[src/rtl/mem_dma_pkg.sv]
// Shared definitions for the block-copy / block-fill DMA engine: bus widths
// common to the core and data memory, transfer modes and the FSM encoding.
package mem_dma_pkg;

  localparam int AW = 8;  // address width, addresses wrap modulo 2^AW
  localparam int DW = 8;  // data width
  localparam int LW = 8;  // transfer-length width, max 2^LW-1 bytes

  localparam logic MODE_COPY = 1'b0;
  localparam logic MODE_FILL = 1'b1;

  typedef enum logic [2:0] {
    ST_IDLE = 3'd0,
    ST_RD   = 3'd1,
    ST_WR   = 3'd2,
    ST_FIN  = 3'd3,
    ST_ABT  = 3'd4
  } state_t;

endpackage

[src/rtl/mem_dma_if.sv]
// Command and memory-bus bundle between the core, the data memory and the DMA.
//
// Handshake: start is a single-cycle request with no ready. It is taken only
// when busy is low (engine in IDLE); a start seen while busy is high is dropped,
// never queued. busy rises the cycle after acceptance and stays high until the
// engine is back in IDLE; exactly one of done / aborted pulses for one cycle at
// the end of each accepted transfer. While busy is high the DMA owns mem_addr,
// mem_din and mem_we; mem_dout is combinational from mem_addr.
interface mem_dma_if;
  import mem_dma_pkg::*;

  // command side
  logic          start;
  logic          mode;
  logic [AW-1:0] src;
  logic [AW-1:0] dst;
  logic [LW-1:0] len;
  logic [DW-1:0] pattern;
  logic          abort;
  logic          busy;
  logic          done;
  logic          aborted;

  // memory side
  logic [AW-1:0] mem_addr;
  logic [DW-1:0] mem_din;
  logic          mem_we;
  logic [DW-1:0] mem_dout;

  // observability of the engine FSM
  state_t        state_dbg;

  // master: the DMA engine (bus initiator)
  modport master (
    input  start, mode, src, dst, len, pattern, abort, mem_dout,
    output busy, done, aborted, mem_addr, mem_din, mem_we, state_dbg
  );

  // slave: core command port plus data memory
  modport slave (
    output start, mode, src, dst, len, pattern, abort, mem_dout,
    input  busy, done, aborted, mem_addr, mem_din, mem_we, state_dbg
  );

endinterface

[src/rtl/mem_dma.sv]
// Block copy / block fill engine for the 8-bit single-port data memory.
// Copy alternates RD/WR (2 cycles per byte), fill stays in WR (1 cycle per
// byte). All outputs decode from registered state, pointers and buffer, so
// start, abort and mem_dout never reach an output combinationally.
module mem_dma
  import mem_dma_pkg::*;
(
  input logic     clk,
  input logic     rst,
  mem_dma_if.master io_bus
);

  state_t        r_state;
  state_t        w_state_next;

  logic          r_mode;
  logic [AW-1:0] r_src;
  logic [AW-1:0] r_dst;
  logic [LW-1:0] r_len;
  logic [DW-1:0] r_pat;
  logic [LW-1:0] r_i;
  logic [DW-1:0] r_buf;
  logic [AW-1:0] r_last_addr;

  logic [AW-1:0] w_rd_addr;
  logic [AW-1:0] w_wr_addr;
  logic [LW-1:0] w_i_next;

  // Pointer adders wrap naturally at AW bits; the index is zero-extended.
  assign w_rd_addr = r_src + AW'(r_i);
  assign w_wr_addr = r_dst + AW'(r_i);
  assign w_i_next  = r_i + 1'b1;

  // State register; reset drops straight to IDLE, abandoning any transfer.
  always_ff @(posedge clk or posedge rst) begin
    if (rst) r_state <= ST_IDLE;
    else     r_state <= w_state_next;
  end

  // Next-state logic; abort in RD/WR overrides the final-byte transition.
  always_comb begin
    w_state_next = r_state;
    case (r_state)
      ST_IDLE: begin
        if (io_bus.start) begin
          if (io_bus.len == '0)               w_state_next = ST_FIN;
          else if (io_bus.mode == MODE_FILL)  w_state_next = ST_WR;
          else                                w_state_next = ST_RD;
        end
      end
      ST_RD: begin
        w_state_next = io_bus.abort ? ST_ABT : ST_WR;
      end
      ST_WR: begin
        if (io_bus.abort)             w_state_next = ST_ABT;
        else if (w_i_next == r_len)   w_state_next = ST_FIN;
        else if (r_mode == MODE_FILL) w_state_next = ST_WR;
        else                          w_state_next = ST_RD;
      end
      ST_FIN:  w_state_next = ST_IDLE;
      ST_ABT:  w_state_next = ST_IDLE;
      default: w_state_next = ST_IDLE;
    endcase
  end

  // Datapath: latch the command on accept, capture read data, advance index,
  // and remember the last driven address so it holds outside RD/WR.
  always_ff @(posedge clk or posedge rst) begin
    if (rst) begin
      r_mode      <= 1'b0;
      r_src       <= '0;
      r_dst       <= '0;
      r_len       <= '0;
      r_pat       <= '0;
      r_i         <= '0;
      r_buf       <= '0;
      r_last_addr <= '0;
    end else begin
      case (r_state)
        ST_IDLE: begin
          if (io_bus.start) begin
            r_mode <= io_bus.mode;
            r_src  <= io_bus.src;
            r_dst  <= io_bus.dst;
            r_len  <= io_bus.len;
            r_pat  <= io_bus.pattern;
            r_i    <= '0;
          end
        end
        ST_RD: begin
          r_buf       <= io_bus.mem_dout;
          r_last_addr <= w_rd_addr;
        end
        ST_WR: begin
          r_i         <= w_i_next;
          r_last_addr <= w_wr_addr;
        end
        default: ;
      endcase
    end
  end

  // Output decode from registered state only.
  always_comb begin
    io_bus.mem_we   = 1'b0;
    io_bus.mem_din  = '0;
    io_bus.mem_addr = r_last_addr;
    case (r_state)
      ST_RD: begin
        io_bus.mem_addr = w_rd_addr;
      end
      ST_WR: begin
        io_bus.mem_addr = w_wr_addr;
        io_bus.mem_we   = 1'b1;
        io_bus.mem_din  = (r_mode == MODE_FILL) ? r_pat : r_buf;
      end
      default: ;
    endcase
  end

  assign io_bus.busy      = (r_state != ST_IDLE);
  assign io_bus.done      = (r_state == ST_FIN);
  assign io_bus.aborted   = (r_state == ST_ABT);
  assign io_bus.state_dbg = r_state;

endmodule

[src/flat_wrapper.sv]
// flat-port wrapper written by rule: the top's interface ports become plain ports
module mem_dma_flat import mem_dma_pkg::*;
  (clk, rst, io_bus_start, io_bus_mode, io_bus_src, io_bus_dst, io_bus_len, io_bus_pattern, io_bus_abort, io_bus_mem_dout, io_bus_busy, io_bus_done, io_bus_aborted, io_bus_mem_addr, io_bus_mem_din, io_bus_mem_we, io_bus_state_dbg);
  mem_dma_if io_bus_i ();
  input logic clk;
  input logic rst;
  input wire logic [$bits(io_bus_i.start)-1:0] io_bus_start;
  input wire logic [$bits(io_bus_i.mode)-1:0] io_bus_mode;
  input wire logic [$bits(io_bus_i.src)-1:0] io_bus_src;
  input wire logic [$bits(io_bus_i.dst)-1:0] io_bus_dst;
  input wire logic [$bits(io_bus_i.len)-1:0] io_bus_len;
  input wire logic [$bits(io_bus_i.pattern)-1:0] io_bus_pattern;
  input wire logic [$bits(io_bus_i.abort)-1:0] io_bus_abort;
  input wire logic [$bits(io_bus_i.mem_dout)-1:0] io_bus_mem_dout;
  output wire logic [$bits(io_bus_i.busy)-1:0] io_bus_busy;
  output wire logic [$bits(io_bus_i.done)-1:0] io_bus_done;
  output wire logic [$bits(io_bus_i.aborted)-1:0] io_bus_aborted;
  output wire logic [$bits(io_bus_i.mem_addr)-1:0] io_bus_mem_addr;
  output wire logic [$bits(io_bus_i.mem_din)-1:0] io_bus_mem_din;
  output wire logic [$bits(io_bus_i.mem_we)-1:0] io_bus_mem_we;
  output wire logic [$bits(io_bus_i.state_dbg)-1:0] io_bus_state_dbg;
  assign io_bus_i.start = io_bus_start;
  assign io_bus_i.mode = io_bus_mode;
  assign io_bus_i.src = io_bus_src;
  assign io_bus_i.dst = io_bus_dst;
  assign io_bus_i.len = io_bus_len;
  assign io_bus_i.pattern = io_bus_pattern;
  assign io_bus_i.abort = io_bus_abort;
  assign io_bus_i.mem_dout = io_bus_mem_dout;
  assign io_bus_busy = io_bus_i.busy;
  assign io_bus_done = io_bus_i.done;
  assign io_bus_aborted = io_bus_i.aborted;
  assign io_bus_mem_addr = io_bus_i.mem_addr;
  assign io_bus_mem_din = io_bus_i.mem_din;
  assign io_bus_mem_we = io_bus_i.mem_we;
  assign io_bus_state_dbg = io_bus_i.state_dbg;
  mem_dma u_core (.clk(clk), .rst(rst), .io_bus(io_bus_i));
endmodule
[config.mk]
export PLATFORM = sky130hd
export DESIGN_NAME = mem_dma_flat
export DESIGN_NICKNAME = d
export VERILOG_FILES = /design/src/rtl/mem_dma_pkg.sv /design/src/rtl/mem_dma_if.sv /design/src/rtl/mem_dma.sv /design/src/flat_wrapper.sv
export SDC_FILE = /design/constraint.sdc
export NUM_CORES = 1
export LEC_CHECK = 0
export BUFFER_PORTS_ARGS = -buffer_cell sky130_fd_sc_hd__clkbuf_2
export CORE_AREA = 2 2 80 82
export CTS_CLUSTER_DIAMETER = 30
export CTS_CLUSTER_SIZE = 25
export DETAILED_ROUTE_END_ITERATION = 8
export DIE_AREA = 0 0 82 84
export HOLD_SLACK_MARGIN = 0.02
export PLACE_DENSITY = 0.76
export SLEW_MARGIN = 25
export SYNTH_ARGS = -nofsm -noshare
export SYNTH_HDL_FRONTEND = slang
export SYNTH_SLANG_ARGS = --single-unit
[constraint.sdc]
create_clock -name clk -period 3.1 [get_ports clk]
set_input_delay 0.155 -clock clk [delete_from_list [all_inputs] [get_ports clk]]
set_output_delay 0.155 -clock clk [all_outputs]
set_load 0.01 [all_outputs]
-- Yosys cells after proc, flatten, opt, wreduce, memory -nomap -nowiden
Index checks and enable logic that the tools add are counted.
- add/sub/neg operators: 3
- $mul: 0
- div/mod/pow operators: 0
- order comparisons: 0
- eq/ne operators: 6
- shifts and indexed selects: 0
- muxes and demuxes: 14
- bitwise logic cells: 0
- reductions and logical operators: 6
- operators with widths (cell ; count):
    $pmux 8 s2 ; 2
    $mux 8 ; 3
    $add 8x8->8 ; 2
    $mux 3 ; 5
    $pmux 3 s3 ; 1
    $add 8x1->8 const B ; 1
    $eq 8x8->1 ; 1
    $logic_not 8->1 ; 1
    $eq 3x2->1 const B ; 2
    $mux 2 ; 2
    $reduce_and 2->1 ; 2
    $eq 3x1->1 const B ; 1
    $eq 3x3->1 const B ; 1
    $logic_not 3->1 ; 1
    $reduce_bool 3->1 ; 1
    $ne 2x2->1 const B ; 1
    $reduce_bool 2->1 ; 1
    $mux 1 ; 1
- register bits: 60
- bits in latches: 0
- bits in writable memories: 0
- bits in read-only memories: 0
- input port bits: 45
- logic and storage cells: 38
- memories: 0

-- Longest topological paths before layout
Gate-level depths: netlist of the first run.
- depth after elaboration: 5
- gate-level depth with buffers: 13
- mapped depth without buffers: 11

-- Least setup slack after synthesis of the first run
Ideal clock, no wire load.
- kind: flip-flop to output port
- start point: register u_core.r_state[2], in the netlist u_core.io_bus.state_dbg[2]
- end point: output io_bus_mem_addr[4]
- arrival: 2.715 ns
- data required time: 2.945 ns
- setup slack: 0.230 ns
- cell stages (with the launch flop): 12
- path buffers: 2
- cells stage by stage: dfrtp_1 -> or3b_1 -> buf_2 -> clkbuf_1 -> nand2_1 -> nand2_1 -> ha_1 -> fa_1 -> a21o_1 -> a21o_1 -> xnor2_1 -> o21ai_0
- longest elaborated chain between the ends: 2
- RTL lines (what ; line ; RTL):
    start, declared ; mem_dma.sv:13 ; state_t r_state;
    start signal, assigned ; mem_dma.sv:37 ; else r_state <= w_state_next;
    $eq 3x2->1 / $eq 3x1->1 (equally long branches) ; mem_dma.sv:108 ; case (r_state)
    $pmux 8 s2 (*) ; mem_dma.sv:108 ;
    end, declared ; flat_wrapper.sv:18 ; output wire logic [$bits(io_bus_i.mem_addr)-1:0] io_bus_mem_addr;
Every way passes the cells marked *; elsewhere a longest branch is shown, timed or not.

-- Final worst setup path of the first run
- start point: register u_core.r_state[0], in the netlist u_core.io_bus.state_dbg[0]
- end point: output io_bus_mem_addr[6]
The elaborated chain is that of the path after synthesis.

==> results.sh, run 1 <==
export IMPL_status="completed"
export IMPL_avgRoutedWirePerCell_um=15.2
export IMPL_drt_pass1_iter_count=4
export IMPL_final_nets=427
export IMPL_syn_num_nets=336
export IMPL_skew_ns=0.00951
export IMPL_utilization_pct=64.6
export IMPL_cp_end_kind="primary output"
export IMPL_clock_tree_root_cell="clkbuf_8"
export IMPL_ioPinCount=68
export IMPL_crit_end="io_bus_mem_addr[6]"
export IMPL_slew_headroom_pct=52.0
export IMPL_clk_pin_slew_ns=0.07
export IMPL_drive_above_1_share_pct=41.1
export IMPL_synth_area_leaders="dfrtp_1 (49%), mux2_2 (15%), nand2_1 (5.2%)"
export IMPL_hold_viol=0
export IMPL_die_h_um=84
export IMPL_synth_edf_count=0
export IMPL_start_util_pct=50.5
export IMPL_reg2reg_from="u_core.io_bus.state_dbg[0]"
export IMPL_drt_iter0_markers=129
export IMPL_preCtsSetupSlack_ns=0.193
export IMPL_final_cells=454
export IMPL_cts_sinks=60
export IMPL_holdPathStages=2
export IMPL_min_period_over_period_pct=99.8
export IMPL_final_min_clock_period_ns=3.09
export IMPL_top_usage_layer="met2"
export IMPL_p_leak_nw=1.91
export IMPL_cp_depth=12
export IMPL_finalSetupTns_ns=0
export IMPL_synth_flop_cell="dfrtp_1"
export IMPL_fin_ws_ns=0.00677
export IMPL_cts_tree="built"
export IMPL_antenna_found_initial=0
export IMPL_path_max_fanout=6
export IMPL_dp_hpwl_um=4860
export IMPL_r2r_cells=12
export IMPL_max_stage_delay_ns=0.43
export IMPL_syn_cell_area_sq_um=3080
export IMPL_cts_buffers=9
export IMPL_grt_pass1_wl_um=11200
export IMPL_core_area_sq_um=6100
export IMPL_grt_pass1_vias=2428
export IMPL_synth_cells=282
export IMPL_rrSetupSlack_ns=0.43
export IMPL_rsz0062_at_grt="yes"
export IMPL_track_usage_pct=21.5
export IMPL_grt_overflow_total=0
export IMPL_synth_ff_latch_count=60
export IMPL_synth_top_cell_area_share_pct=48.8
export IMPL_place_congestion=0.847
export IMPL_crit_path_start_kind="flip-flop"
export IMPL_hold_ws_ns=0.0453
export IMPL_dieWidth_um=82
export IMPL_yosys_warnings=0
export IMPL_finalPower_mw=4.25
export IMPL_final_antenna_net_count=0
export IMPL_yosysMostFrequentCell="dfrtp_1"
export IMPL_slowest_stage="or3b_4"
export IMPL_avgSynthCellArea_sq_um=10.9
export IMPL_dpl_cell_area_sq_um=3530
export IMPL_vias=2458
export IMPL_async_flop_share_pct=100
export IMPL_routed_wl_um=6900
export IMPL_crit_start="u_core.io_bus.state_dbg[0]"
export IMPL_io_buffers=67
export IMPL_fmax_mhz=323
export IMPL_tightest_slew_ns=0.719
export IMPL_drv_slew=0
export IMPL_yosysUniqueCellTypes=42
export IMPL_grt_max_degree=36
export IMPL_worstPathRequired_ns=2.94
export IMPL_worstPathArrival_ns=2.94
export IMPL_holdCritPathClass="in2reg"
export IMPL_grt_util_met1_pct=28.0
export IMPL_powerDensity_nw_per_um2=1080
export IMPL_synth_common_cells="dfrtp_1 (60), nand2_1 (43), mux2_2 (40)"
export IMPL_drc_errors=0
export IMPL_met2_usage_pct=33.4
export IMPL_die_area_sq_um=6890
export IMPL_ys_seq_area_share_pct=48.8
export IMPL_synth_top_area_cell="dfrtp_1"
export IMPL_clk_path_buf_depth=2
export IMPL_rows=29
export IMPL_critPathBufInv=2
export IMPL_min_delay_start="io_bus_src[4]"
export IMPL_crit_chain="or3b_4 > buf_12 > nand2_4 > nand2_4 > ha_4 > fa_2 > a21o_1 > a21o_1 > a21oi_2 > nand4b_1 > nand3_2 > buf_6"
export IMPL_area_growth_pct=27.8
export IMPL_met3_usage_pct=6.17
export IMPL_setup_viol=0
export IMPL_fin_area_sq_um=3940
export IMPL_setup_worst_path_class="reg2out"
export IMPL_cap_violations=0
export IMPL_dp_cells=426
export IMPL_insertion_delay_ns=0.34
export IMPL_n_antenna_cell=0
export IMPL_critPathTopFamily="simple AND/OR/NAND/NOR gates"
export IMPL_h_tree_depth=3
export IMPL_peakVddDrop_uv=579
export IMPL_worstReg2RegEnd="u_core.r_last_addr[6]"
export IMPL_via_per_inst=5.41
## logic make-up (layout without fill, tap and decap cells)
family | count (synthesis) | in the layout | synth area share (%)
AOI/OAI and AO/OA | 41 | 41 | 7.76
xor gates and xnor gates | 18 | 18 | 5.12
adders and majority gates | 9 | 9 | 3.90
buffers and inverters | 14 | 109 | 2.23
DFF | 60 | 60 | 48.8
muxes | 50 | 50 | 17.9
and+or+nand+nor | 90 | 90 | 14.3
## worst reg2reg max path: cells and delay by family (launching register included)
| kind | cells | cell delay (ns) |
|---|---|---|
| AO/OA/AOI/OAI | 3 | 0.57 |
| adder cells (fa/ha/maj) | 2 | 0.53 |
| buffers and inverters | 2 | 0.31 |
| flip-flops | 1 | 0.39 |
| AND/OR/NAND/NOR | 5 | 0.78 |
## flip-flops by register name, indices dropped and copies added, names as in the netlist
signal                   flops
u_core.r_dst                 8
u_core.r_buf                 8
u_core.io_bus.state_dbg      3
u_core.r_mode                1
u_core.r_pat                 8
u_core.r_len                 8
u_core.r_src                 8
u_core.r_last_addr           8
u_core.r_i                   8
## per-layer routing
| metal | vias to the layer above | share of wire (%) |
|---|---|---|
| met2 | 64 | 51 |
| met5 | - | 0 |
| met1 | 1214 | 43 |
| li1 | 1170 | - |
| met3 | 10 | 4.5 |
| met4 | 0 | 1.9 |
## timing repair
action | CTS | global route
gates resized for setup | 7 | 15
pin swaps | 3 | 6
endpoints found under the hold margin | 34 | 0
buffers inserted | 1 | 10
setup endpoints to repair | 2 | 4
gates cloned | 0 | 1
hold buffers | 1 | 0
## final cells by class
| cell class | count | area, sq um |
|---|---|---|
| clock buffers | 14 | 173 |
| fillers | 471 | 2160 |
| multi-input cells | 208 | 1570 |
| repair buffers | 89 | 539 |
| well taps | 77 | 96.3 |
| inverters | 5 | 21.3 |
| clock inverters | 1 | 30.0 |
| flip-flops and latches | 60 | 1500 |
## cells in the final DEF, fill, tap and decap left out, types with 4 or more instances in the layout
master    count
mux2_2       40
ha_1          6
mux2i_1       9
clkbuf_8     12
nand2_1      41
xnor2_1       9
buf_4        19
nor2_1       17
clkbuf_2     66
nand3_1       4
o21ai_0      20
xor2_1        9
dfrtp_1      60
## worst min path at each step
stage                     slack (ns)                          to
after floorplan                 0.28  u_core.io_bus.state_dbg[2]
after global placement          0.31             u_core.r_buf[7]
after detailed placement        0.31             u_core.r_buf[1]
after CTS                       0.04             u_core.r_dst[0]
after global routing            0.04             u_core.r_src[4]
final                           0.05             u_core.r_src[4]
## power by group
group	leakage [nW]	internal (mW)	switching, mW
sequential	0.729	1.15	0.250
combinational	1.08	1.09	1.05
clock	0.103	0.433	0.281
total	1.91	2.67	1.58
(Power assumes the default switching activity.)
==> run 2, diff against run 1 <==
--- a/config.mk
+++ b/config.mk
@@ -13,6 +13,7 @@
 export DIE_AREA = 0 0 82 84
 export HOLD_SLACK_MARGIN = 0.02
 export PLACE_DENSITY = 0.76
+export RECOVER_POWER = 50
 export SLEW_MARGIN = 25
 export SYNTH_ARGS = -nofsm -noshare
 export SYNTH_HDL_FRONTEND = slang
==> results.sh, run 2 (synthesis results as in run 1) <==
export IMPL_grt_overflow_total=0
export IMPL_final_nets=427
export IMPL_final_antenna_net_count=0
export IMPL_avgRoutedWirePerCell_um=15.2
export IMPL_fin_ws_ns=0.00677
export IMPL_min_delay_worst_endpoint="u_core.r_src[4]"
export IMPL_r2r_cells=12
export IMPL_setup_worst_path_class="reg2out"
export IMPL_routed_wl_um=6900
export IMPL_clk_pin_slew_ns=0.07
export IMPL_clock_tree_root_cell="clkbuf_8"
export IMPL_setup_viol=0
export IMPL_insertion_delay_ns=0.34
export IMPL_grt_max_degree=36
export IMPL_core_area_sq_um=6100
export IMPL_skew_ns=0.00962
export IMPL_utilization_pct=64.5
export IMPL_grt_pass1_vias=2428
export IMPL_cts_tree="built"
export IMPL_rows=29
export IMPL_worstPathRequired_ns=2.94
export IMPL_worstPathArrival_ns=2.94
export IMPL_status="completed"
export IMPL_cp_end_kind="primary output"
export IMPL_finalSetupTns_ns=0
export IMPL_grt_pass1_wl_um=11200
export IMPL_crit_start="u_core.io_bus.state_dbg[0]"
export IMPL_clk_path_buf_depth=2
export IMPL_antenna_found_initial=0
export IMPL_layout_commonest_cell="clkbuf_2"
export IMPL_io_buffers=67
export IMPL_powerDensity_nw_per_um2=1080
export IMPL_track_usage_pct=21.5
export IMPL_preCtsSetupSlack_ns=0.193
export IMPL_fin_area_sq_um=3930
export IMPL_path_max_fanout=6
export IMPL_dieWidth_um=82
export IMPL_n_fill_cell=472
export IMPL_h_tree_depth=3
export IMPL_die_h_um=84
export IMPL_hold_viol=0
export IMPL_dpl_cell_area_sq_um=3530
export IMPL_via_per_inst=5.41
export IMPL_drt_iter0_markers=129
export IMPL_die_area_sq_um=6890
export IMPL_drv_slew=0
export IMPL_cts_buffers=9
export IMPL_p_leak_nw=1.91
export IMPL_worstReg2RegEnd="u_core.r_last_addr[6]"
export IMPL_final_min_clock_period_ns=3.09
export IMPL_cap_violations=0
export IMPL_n_antenna_cell=0
export IMPL_min_period_over_period_pct=99.8
export IMPL_dp_cells=426
export IMPL_area_growth_pct=27.8
export IMPL_min_delay_start="io_bus_src[4]"
export IMPL_vias=2458
export IMPL_holdPathStages=2
export IMPL_place_congestion=0.847
export IMPL_ioPinCount=68
export IMPL_start_util_pct=50.5
export IMPL_reg2reg_from="u_core.io_bus.state_dbg[0]"
export IMPL_rrSetupSlack_ns=0.43
export IMPL_hold_ws_ns=0.0453
export IMPL_drc_errors=0
export IMPL_holdCritPathClass="in2reg"
export IMPL_cts_sinks=60
export IMPL_peakVddDrop_uv=579
export IMPL_finalPower_mw=4.24
export IMPL_dp_hpwl_um=4860
export IMPL_slew_headroom_pct=13.8
export IMPL_rsz0062_at_grt="yes"
export IMPL_fmax_mhz=323
export IMPL_layout_common_cells="clkbuf_2 (65), dfrtp_1 (60), nand2_1 (41)"
export IMPL_final_cells=454
export IMPL_tightest_slew_ns=1.29
export IMPL_drive_above_1_share_pct=40.6
export IMPL_crit_path_start_kind="flip-flop"
export IMPL_drt_pass1_iter_count=4
## run 2: worst max-delay path by stage
stage | cells past startpoint | end
finish | 12 | io_bus_mem_addr[6]
global route | 12 | io_bus_mem_addr[6]
CTS | 12 | io_bus_mem_addr[6]
detailed placement | 12 | io_bus_mem_addr[6]
global placement | 12 | io_bus_mem_addr[6]
floorplan | 11 | io_bus_mem_addr[4]
## run 2: final cells by class
type	instances	area [sq um]	share of cell area (%)
well taps	77	96.3	2.45
clock inverters	1	30.0	0.763
inverters	5	21.3	0.541
repair buffers	89	538	13.7
clock buffers	14	173	4.39
flip-flops and latches	60	1500	38.2
multi-input cells	208	1570	40.0
## run 2: worst max-delay path: stages, from the launching register on
cell	delay, ns
dfrtp_1	0.39
or3b_4	0.43
buf_12	0.16
nand2_4	0.07
nand2_4	0.05
ha_4	0.16
fa_2	0.37
a21o_1	0.20
a21o_1	0.20
a21oi_2	0.17
nand4b_1	0.16
nand3_2	0.14
buf_6	0.10
## run 2: power by group
group,internal (mW),switching [mW]
registers,1.15,0.250
logic,1.09,1.05
clock network,0.433,0.281
## run 2: metal layers
| metal | up-vias | share of wire, % | track usage [%] |
|---|---|---|---|
| met4 | 0 | 1.9 | 8.64 |
| li1 | 1170 | - | - |
| met2 | 64 | 51 | 33.4 |
| met5 | - | 0 | 0 |
| met1 | 1214 | 43 | 28.0 |
| met3 | 10 | 4.6 | 6.17 |
## run 2: timing repair
item | CTS | global route
resized for setup | 7 | 15
hold buffers | 1 | 0
setup buffers | 1 | 10
endpoints found under the setup margin | 2 | 4
pin swaps | 3 | 6
gates cloned | 0 | 1
hold endpoints to repair | 34 | 0
